**src/rtl/run_length_decode.sv**
```systemverilog
// Run-length decoder: expands the encoder's token stream (nonzero literal,
// or 0x0000 marker followed by a count N) back into exactly pixelCount words
// per frame. frame_done marks the last word of each frame; malformed runs set
// the sticky proto_err flag.
// Optional build macro: RLD_ERR_COUNT_EN adds a saturating 8-bit err_count output.
module run_length_decode #(
    parameter int unsigned pixelCount = 1600
) (
    input  logic        clk,
    input  logic        rst,
    input  logic [15:0] input_S1,
    input  logic        avail_S1,
    output logic        read_S1,
    output logic [15:0] output_S2,
    output logic        write_S2,
    input  logic        full_S2,
    output logic        running,
    output logic        frame_done,
    output logic        proto_err
`ifdef RLD_ERR_COUNT_EN
    ,
    output logic [7:0]  err_count
`endif
);

    localparam logic [15:0] PixTotal = 16'(pixelCount);
    localparam logic [15:0] PixLast  = 16'(pixelCount - 1);

    typedef enum logic [1:0] {StFetch, StGetCnt, StEmitL, StEmitZ} state_e;

    state_e      state;
    logic [15:0] pix_cnt;
    logic [15:0] run_cnt;
    logic [15:0] lit;

    logic        fetching;
    logic        emitting;
    logic        last_pix;
    logic [15:0] remaining;
    logic [15:0] next_pix;

    // Strobes and status derived from the current state and handshake inputs.
    always_comb begin
        fetching   = (state == StFetch) || (state == StGetCnt);
        emitting   = (state == StEmitL) || (state == StEmitZ);
        last_pix   = (pix_cnt == PixLast);
        // Always >= 1 because pix_cnt never reaches pixelCount.
        remaining  = PixTotal - pix_cnt;
        next_pix   = last_pix ? 16'd0 : pix_cnt + 16'd1;
        read_S1    = fetching && avail_S1;
        write_S2   = emitting && !full_S2;
        output_S2  = (state == StEmitL) ? lit : 16'd0;
        frame_done = write_S2 && last_pix;
        running    = !(fetching && !avail_S1);
    end

    // Decoder FSM with pixel and run counters; full_S2 stalls all emit-state updates.
    always_ff @(posedge clk or posedge rst) begin
        if (rst) begin
            state     <= StFetch;
            pix_cnt   <= 16'd0;
            run_cnt   <= 16'd0;
            lit       <= 16'd0;
            proto_err <= 1'b0;
        end else begin
            case (state)
                StFetch: begin
                    if (avail_S1) begin
                        if (input_S1 != 16'd0) begin
                            lit   <= input_S1;
                            state <= StEmitL;
                        end else begin
                            state <= StGetCnt;
                        end
                    end
                end
                StGetCnt: begin
                    if (avail_S1) begin
                        if (input_S1 == 16'd0) begin
                            proto_err <= 1'b1;
                            state     <= StFetch;
                        end else if (input_S1 > remaining) begin
                            // Clip so the run ends on the frame boundary; excess is dropped.
                            run_cnt   <= remaining;
                            proto_err <= 1'b1;
                            state     <= StEmitZ;
                        end else begin
                            run_cnt <= input_S1;
                            state   <= StEmitZ;
                        end
                    end
                end
                StEmitL: begin
                    if (write_S2) begin
                        pix_cnt <= next_pix;
                        state   <= StFetch;
                    end
                end
                StEmitZ: begin
                    if (write_S2) begin
                        run_cnt <= run_cnt - 16'd1;
                        pix_cnt <= next_pix;
                        if (run_cnt == 16'd1) begin
                            state <= StFetch;
                        end
                    end
                end
                default: state <= StFetch;
            endcase
        end
    end

`ifdef RLD_ERR_COUNT_EN
    logic err_event;

    // Same conditions that set proto_err: zero count or clipped run.
    always_comb begin
        err_event = (state == StGetCnt) && avail_S1 &&
                    ((input_S1 == 16'd0) || (input_S1 > remaining));
    end

    // Saturating error counter.
    always_ff @(posedge clk or posedge rst) begin
        if (rst) begin
            err_count <= 8'd0;
        end else if (err_event && (err_count != 8'hFF)) begin
            err_count <= err_count + 8'd1;
        end
    end
`endif

endmodule

```
**config.mk**
```make
export PLATFORM = sky130hd
export DESIGN_NAME = run_length_decode
export DESIGN_NICKNAME = d
export VERILOG_FILES = /design/src/rtl/run_length_decode.sv
export SDC_FILE = /design/constraint.sdc
export NUM_CORES = 1
export LEC_CHECK = 0
export CORE_MARGIN = 2
export CORE_UTILIZATION = 37
export CTS_BUF_LIST = sky130_fd_sc_hd__clkbuf_2
export CTS_CLUSTER_DIAMETER = 30
export CTS_CLUSTER_SIZE = 16
export DETAILED_ROUTE_END_ITERATION = 8
export SLEW_MARGIN = 25
export SYNTH_ARGS = -nofsm -noshare
export SYNTH_HDL_FRONTEND = slang
export SYNTH_SLANG_ARGS = --single-unit
```
**constraint.sdc**
```tcl
create_clock -name clk -period 4.45 [get_ports clk]
set_clock_uncertainty 0.2 [all_clocks]
set_input_delay 0.89 -clock clk [delete_from_list [all_inputs] [get_ports clk]]
set_output_delay 0.89 -clock clk [all_outputs]
set_load 0.01 [all_outputs]
```
==> reports/metrics.yaml, run 1 <==
status:
  status: "finished clean"
drt:
  routed_wirelength_um: 8880
  wl_per_cell_um: 16.4
  ant_nets: 0
  vias_per_cell: 5.43
  vias: 2950
  drc: 0
  drt-initial-drc-count: 180
  firstDrtPassIters: 4
grt:
  track_usage_pct: 18.3
  grt_pass1_wl_um: 14600
  antenna_found_initial: 0
  grt_max_degree: 52
  grt_pass1_vias: 2974
  grt_overflow: 0
synthesis:
  synth_top_cell_by_area: "dfrtp_1"
  yosys_warnings: 0
  synth_top_cells_by_area: "dfrtp_1, ha_1, nand2_1"
  yosys-top-cells-count: "dfrtp_1, nand2_1, nor2_1, o21ai_0"
  synth-edff-count: 0
  ys_seq_area_share_pct: 37.0
  syn_nets: 433
  synth.cell_area_um2: 3450
  async_reset_ff_share_pct: 100
  avgSynthCellArea_um2: 8.79
  yosys.area.top_type_share_pct: 37.0
  synth_cells: 393
  synth.distinct_cells: 51
  synth_most_common_cell: "dfrtp_1"
  synth_seq_cells: 51
  synthFlopType: "dfrtp_1"
setup_path:
  critPathArrivalTime_ns: 4.39
  r2r_end: "run_cnt[6]"
  reg2reg_from: "pix_cnt[1]"
  cp_max_fo: 15
  rr_worst_depth: 14
  crit_type: "reg2reg"
  cp-start-kind: "flop"
  r2r_slack_ns: 0.25
  worst_ep_required_time_ns: 4.64
  cp-end-kind: "flop"
cells_and_area:
  area_growth_pct: 18.2
  final_layout_size_suffix_gt1_share_pct: 8.80
  final_nets: 471
  final-seq-area_um2: 1280
  utilization_pct: 44.6
  final_cell_count_no_fill: 543
  diodes: 0
  nFillCells: 885
  multiInputGateArea_um2: 2010
hold_path:
  hp-class: "reg2reg"
  min_path_cells: 1
  worstHoldStart: "proto_err"
  min_to: "proto_err"
power_and_ir_drop:
  intPower_uw: 904
  leakage_uw: 0.00181
  seqPwrFrac_pct: 42.9
  power_density_nw_per_um2: 332
  clkPwrFrac_pct: 22.7
  p_comb_share_pct: 34.4
  peakVddDrop_v: 0.000190
  p_switching_uw: 453
  switching_share_pct: 33.4
sta:
  hold_viol_final: 0
  tightest_slew_ns: 0.933
  whs_ns: 0.313
  max_freq_mhz: 238
  maxSlewViolCount: 0
  rsz0062_at_grt: "no"
  min_period_ns: 4.20
  slew-limit-headroom_pct: 37.6
  tns_ns: 0
  finalCritPeriodShare_pct: 94.3
  setup_viol: 0
die:
  die_y_um: 101
  num_rows: 35
  initial_core_util_pct: 37.7
  num_io_pins: 41
  dieArea_um2: 10100
  core_um2: 9150
  dieWidth_um: 101
clock_tree:
  cts.sinks: 51
  cts_buffer_depth: 2
  clk_pin_slew_worst_paths_ns: 0.28
  cts_tree: "done"
  holdBufCountCts: 0
  numCtsBuffers: 5
  cts_max_level: 2
  insertion_delay_ns: 0.45
  cts_root_buf: "clkbuf_2"
place:
  gp_congestion: 0.934
  dp_hpwl_um: 6920
  port_buffers: 40
  dp.cells: 534
flow_run:
  cap_viol_max_count: 0
-- routing by layer --
| layer | global-route usage [%] | vias up | wire [um] |
|---|---|---|---|
| li1 | - | 1466 | - |
| met1 | 23.8 | 1422 | 4040 |
| met2 | 31.9 | 51 | 4430 |
| met3 | 2.84 | 11 | 311 |
| met4 | 4.32 | 0 | 104 |
| met5 | 0 | - | 0 |
-- worst max-delay path by stage --
stage	from	to	slack (ns)	cells after the start
floorplan	pix_cnt[0]	run_cnt[3]	0.68	14
global placement	pix_cnt[1]	run_cnt[1]	0.25	14
detailed placement	pix_cnt[0]	run_cnt[1]	0.11	13
CTS	pix_cnt[0]	run_cnt[1]	0.10	13
global route	pix_cnt[1]	run_cnt[1]	0.03	13
finish	pix_cnt[1]	run_cnt[6]	0.25	14
-- worst max-delay path, cell delays in order, from the launching register on --
cell and delay, ns:
dfrtp_1 0.49, inv_1 0.10, ha_1 0.17, or3b_4 0.42
o311a_1 0.33, nor3_1 0.19, xor2_1 0.27, ha_1 0.31
a21oi_1 0.16, nand2_1 0.07, a221o_1 0.34, o31a_2 0.49
buf_4 0.20, or2_0 0.19, a31o_2 0.23
-- cell usage in the layout, fill, tap and decap left out, drive strengths merged, types with 8 or more instances in the layout --
cell,n
dfrtp,51
clkdlybuf4s50,40
nand2,40
o21ai,28
xnor2,10
inv,20
and2,22
nor3,13
ha,20
nand3,13
xor2,14
nor4,8
buf,11
mux2,13
nor2,30
a21oi,22
-- metrics by stage --
stage,power [uW],instance area (um^2),setup WS [ns]
2_1_floorplan,874,3450,0.682
3_3_place_gp,1050,3980,0.251
3_5_place_dp,1060,3980,0.108
4_1_cts,1370,4070,0.102
5_1_grt,1450,4080,0.0346
6_report,1360,4080,0.254
-- repair_timing --
item,in CTS,in global routing
setup endpoints to repair,0,16
setup buffers,0,1
gates resized for setup,0,1
-- registers in the layout (all words and copies together), names as in the netlist --
signal     cells
lit           16
pix_cnt       16
proto_err      1
run_cnt       16
state          2
-- cell type report --
cell class | instances | share of cell area, %
timing repair buffer | 51 | 11.8
sequential | 51 | 31.3
tap | 111 | 3.40
clock buffer | 6 | 0.736
clock inverter | 2 | 1.47
inverter | 21 | 1.99
multi-input combinational | 301 | 49.3
-- power groups by stage --
stage | Clock [uW] | Sequential (uW) | Combinational [uW]
after floorplan | 0 | 561 | 314
after global placement | 0 | 588 | 460
after detailed placement | 0 | 590 | 468
after CTS | 313 | 583 | 471
after global routing | 332 | 594 | 520
final | 308 | 582 | 467
-- cell families after synthesis --
| kind of cell | synth area share, % |
|---|---|
| flip-flops | 37.0 |
| AO/OA/AOI/OAI | 15.7 |
| multiplexers | 6.09 |
| AND/OR/NAND/NOR | 23.2 |
| XOR/XNOR | 6.09 |
| adder cells (fa/ha/maj) | 7.25 |
| buffers and inverters | 4.78 |
Note: power is estimated with default switching activity, not from simulation.
==> inputs of run 2 (changes only) <==
--- a/config.mk
+++ b/config.mk
@@ -11,6 +11,7 @@
 export CTS_CLUSTER_DIAMETER = 30
 export CTS_CLUSTER_SIZE = 16
 export DETAILED_ROUTE_END_ITERATION = 8
+export PLACE_DENSITY = 0.63
 export SLEW_MARGIN = 25
 export SYNTH_ARGS = -nofsm -noshare
 export SYNTH_HDL_FRONTEND = slang
==> run 2 against run 1 <==
Compared with the run above:
- critical path depth is 1 lower
- sequential share of layout area is 0.33 points higher
- clock power is 19% lower
- worst setup slack worse by 0.030 ns
- critical endpoint is now run_cnt[3]
- design area is 1.0% lower
- non-clock buffer count is 2 lower
==> reports/metrics.yaml, run 2 (synthesis gave the netlist of run 1 again) <==
sta:
  finalCritPeriodShare_pct: 95.0  # +0.68 points
  hold_viol_final: 0  # unchanged
  rsz0062_at_grt: "no"
  maxSlewViolCount: 0  # unchanged
  tightest_slew_ns: 0.892  # -0.0410 ns
  setup_viol: 0  # unchanged
  slew-limit-headroom_pct: 40.3  # +2.7 points
  tns_ns: 0  # unchanged
  min_period_ns: 4.23  # +0.0301 ns
  whs_ns: 0.315  # +0.00178 ns
  max_freq_mhz: 237  # -0.71%
setup_path:
  crit_type: "reg2reg"
  critPathArrivalTime_ns: 4.41  # +0.02 ns
  crit_start: "pix_cnt[1]"
  rr_worst_depth: 13  # -1
  r2r_end: "run_cnt[3]"
  cp_max_fo: 19  # +4
  worst_ep_required_time_ns: 4.64  # about the same
  reg2reg_from: "pix_cnt[1]"
  cp-start-kind: "flop"
  r2r_slack_ns: 0.22  # -0.03 ns
  cp-end-kind: "flop"
clock_tree:
  cts_max_level: 2  # unchanged
  cts_tree: "done"
  cts_root_buf: "clkbuf_2"
  clk_pin_slew_worst_paths_ns: 0.28  # about the same
  holdBufCountCts: 0  # unchanged
  numCtsBuffers: 5  # unchanged
  cts.sinks: 51  # unchanged
  post_cts_buffers: 0  # unchanged
  cts_buffer_depth: 2  # unchanged
  insertion_delay_ns: 0.46  # about the same
grt:
  grt_overflow: 0  # unchanged
  track_usage_pct: 18.6  # +0.26 points
  grt_pass1_wl_um: 14900  # +1.5%
  grt_pass1_vias: 2921  # -1.8%
  antenna_found_initial: 0  # unchanged
  grt_max_degree: 52  # unchanged
cells_and_area:
  final_layout_size_suffix_gt1_share_pct: 8.16  # -0.64 points
  nFillCells: 901  # +1.8%
  final-seq-area_um2: 1280  # unchanged
  multiInputGateArea_um2: 2010  # unchanged
  mostFrequentLayoutCell: "dfrtp_1"
  final_cell_mix: "dfrtp_1, nand2_1, clkdlybuf4s50_1"
  final_cell_count_no_fill: 540  # -0.55%
  diodes: 0  # unchanged
  final_nets: 469  # -0.42%
  area_growth_pct: 17.0
  top_regs: "lit: 16 flops, pix_cnt: 16 flops, run_cnt: 16 flops"
  utilization_pct: 44.1  # -0.46 points
power_and_ir_drop:
  seqPwrFrac_pct: 44.8  # +1.9 points
  switching_share_pct: 35.4  # +2.0 points
  clkPwrFrac_pct: 19.2  # -3.5 points
  finalPower_uw: 1300  # -4.1%
  intPower_uw: 840  # -7.0%
  p_comb_share_pct: 36.0  # +1.6 points
  power_density_nw_per_um2: 322  # -3.1%
  leakage_uw: 0.00179  # -1.4%
  peakVddDrop_v: 0.000294  # +55%
  p_switching_uw: 461  # +1.8%
die:
  num_io_pins: 41  # unchanged
  core_um2: 9150  # unchanged
  num_rows: 35  # unchanged
  initial_core_util_pct: 37.7  # unchanged
  dieWidth_um: 101  # unchanged
  die_y_um: 101  # unchanged
  dieArea_um2: 10100  # unchanged
hold_path:
  hp-class: "reg2reg"
  worstHoldStart: "lit[2]"
  min_to: "lit[2]"
  min_path_cells: 2  # +1
drt:
  wl_per_cell_um: 16.8  # +2.7%
  ant_nets: 0  # unchanged
  drt-initial-drc-count: 186  # +3.3%
  routed_wirelength_um: 9070  # +2.1%
  vias_per_cell: 5.58  # +2.8%
  drc: 0  # unchanged
  firstDrtPassIters: 4  # unchanged
  vias: 3015  # +2.2%
flow_run:
  cap_viol_max_count: 0  # unchanged
status:
  status: "finished clean"
place:
  port_buffers: 40  # unchanged
  dp_hpwl_um: 6990  # +0.94%
  dp.cells: 533  # -0.19%
  gp_congestion: 0.835  # -11%
run 2: changes by cell type in the layout (fill, tap and decap cells not counted):
cell	before	now
clkinvlp_4	0	1
bufinv_16	2	1
buf_4	11	9
clkbuf_2	6	5
run 2: repair_timing:
action | in CTS | in global routing
resized for setup | 1 | 0
setup endpoints to repair | 1 | 0
hold endpoints to repair | 0 | 0
run 2: cell type report:
cell class | count | area share (%)
Inverter | 21 | 2.01
Clock inverter | 2 | 0.929
Tap cell | 111 | 3.44
Sequential cell | 51 | 31.6
Timing Repair Buffer | 49 | 11.6
Clock buffer | 5 | 0.619
Multi-Input combinational cell | 301 | 49.8
run 2: power groups by stage:
stage | sequential, uW | combinational [uW] | clock (uW)
finish | 583 | 469 | 250
global route | 592 | 521 | 264
CTS | 582 | 472 | 248
detailed placement | 590 | 468 | 0
global placement | 588 | 458 | 0
floorplan | 561 | 314 | 0
run 2: per-stage QoR:
stage | setup WS (ns) | instance area (um^2)
after CTS | 0.264 | 4040
after floorplan | 0.682 | 3450
after detailed placement | 0.0491 | 3980
final | 0.224 | 4040
after global routing | 0.0476 | 4040
after global placement | 0.161 | 3970
run 2: worst max-delay path by stage:
| stage | end | slack (ns) | cells past startpoint |
|---|---|---|---|
| 6_report | run_cnt[3] | 0.22 | 13 |
| 3_3_place_gp | run_cnt[4] | 0.16 | 12 |
| 4_1_cts | run_cnt[4] | 0.26 | 13 |
| 2_1_floorplan | run_cnt[3] | 0.68 | 14 |
| 3_5_place_dp | run_cnt[4] | 0.05 | 13 |
| 5_1_grt | run_cnt[4] | 0.05 | 13 |
run 2: metal layers:
metal	global-route usage, %	wire length (um)	share of wire (%)	vias up
met3	2.43	312	3.4	12
met5	0	0	0	-
met1	24.2	3960	44	1485
met4	5.80	195	2.1	0
met2	31.9	4610	51	58
li1	-	-	-	1460
run 2: worst max-delay path, cell delays in order, from the launching register on:
cell and delay, ns:
dfrtp_1 0.48, inv_1 0.10, ha_1 0.18, or3b_4 0.42, o311a_1 0.32, nor3_1 0.18
xor2_1 0.29, ha_1 0.32, a21oi_1 0.19, nand2_1 0.07, a221o_1 0.34, o31a_2 0.52
mux2_1 0.37, o221ai_1 0.18
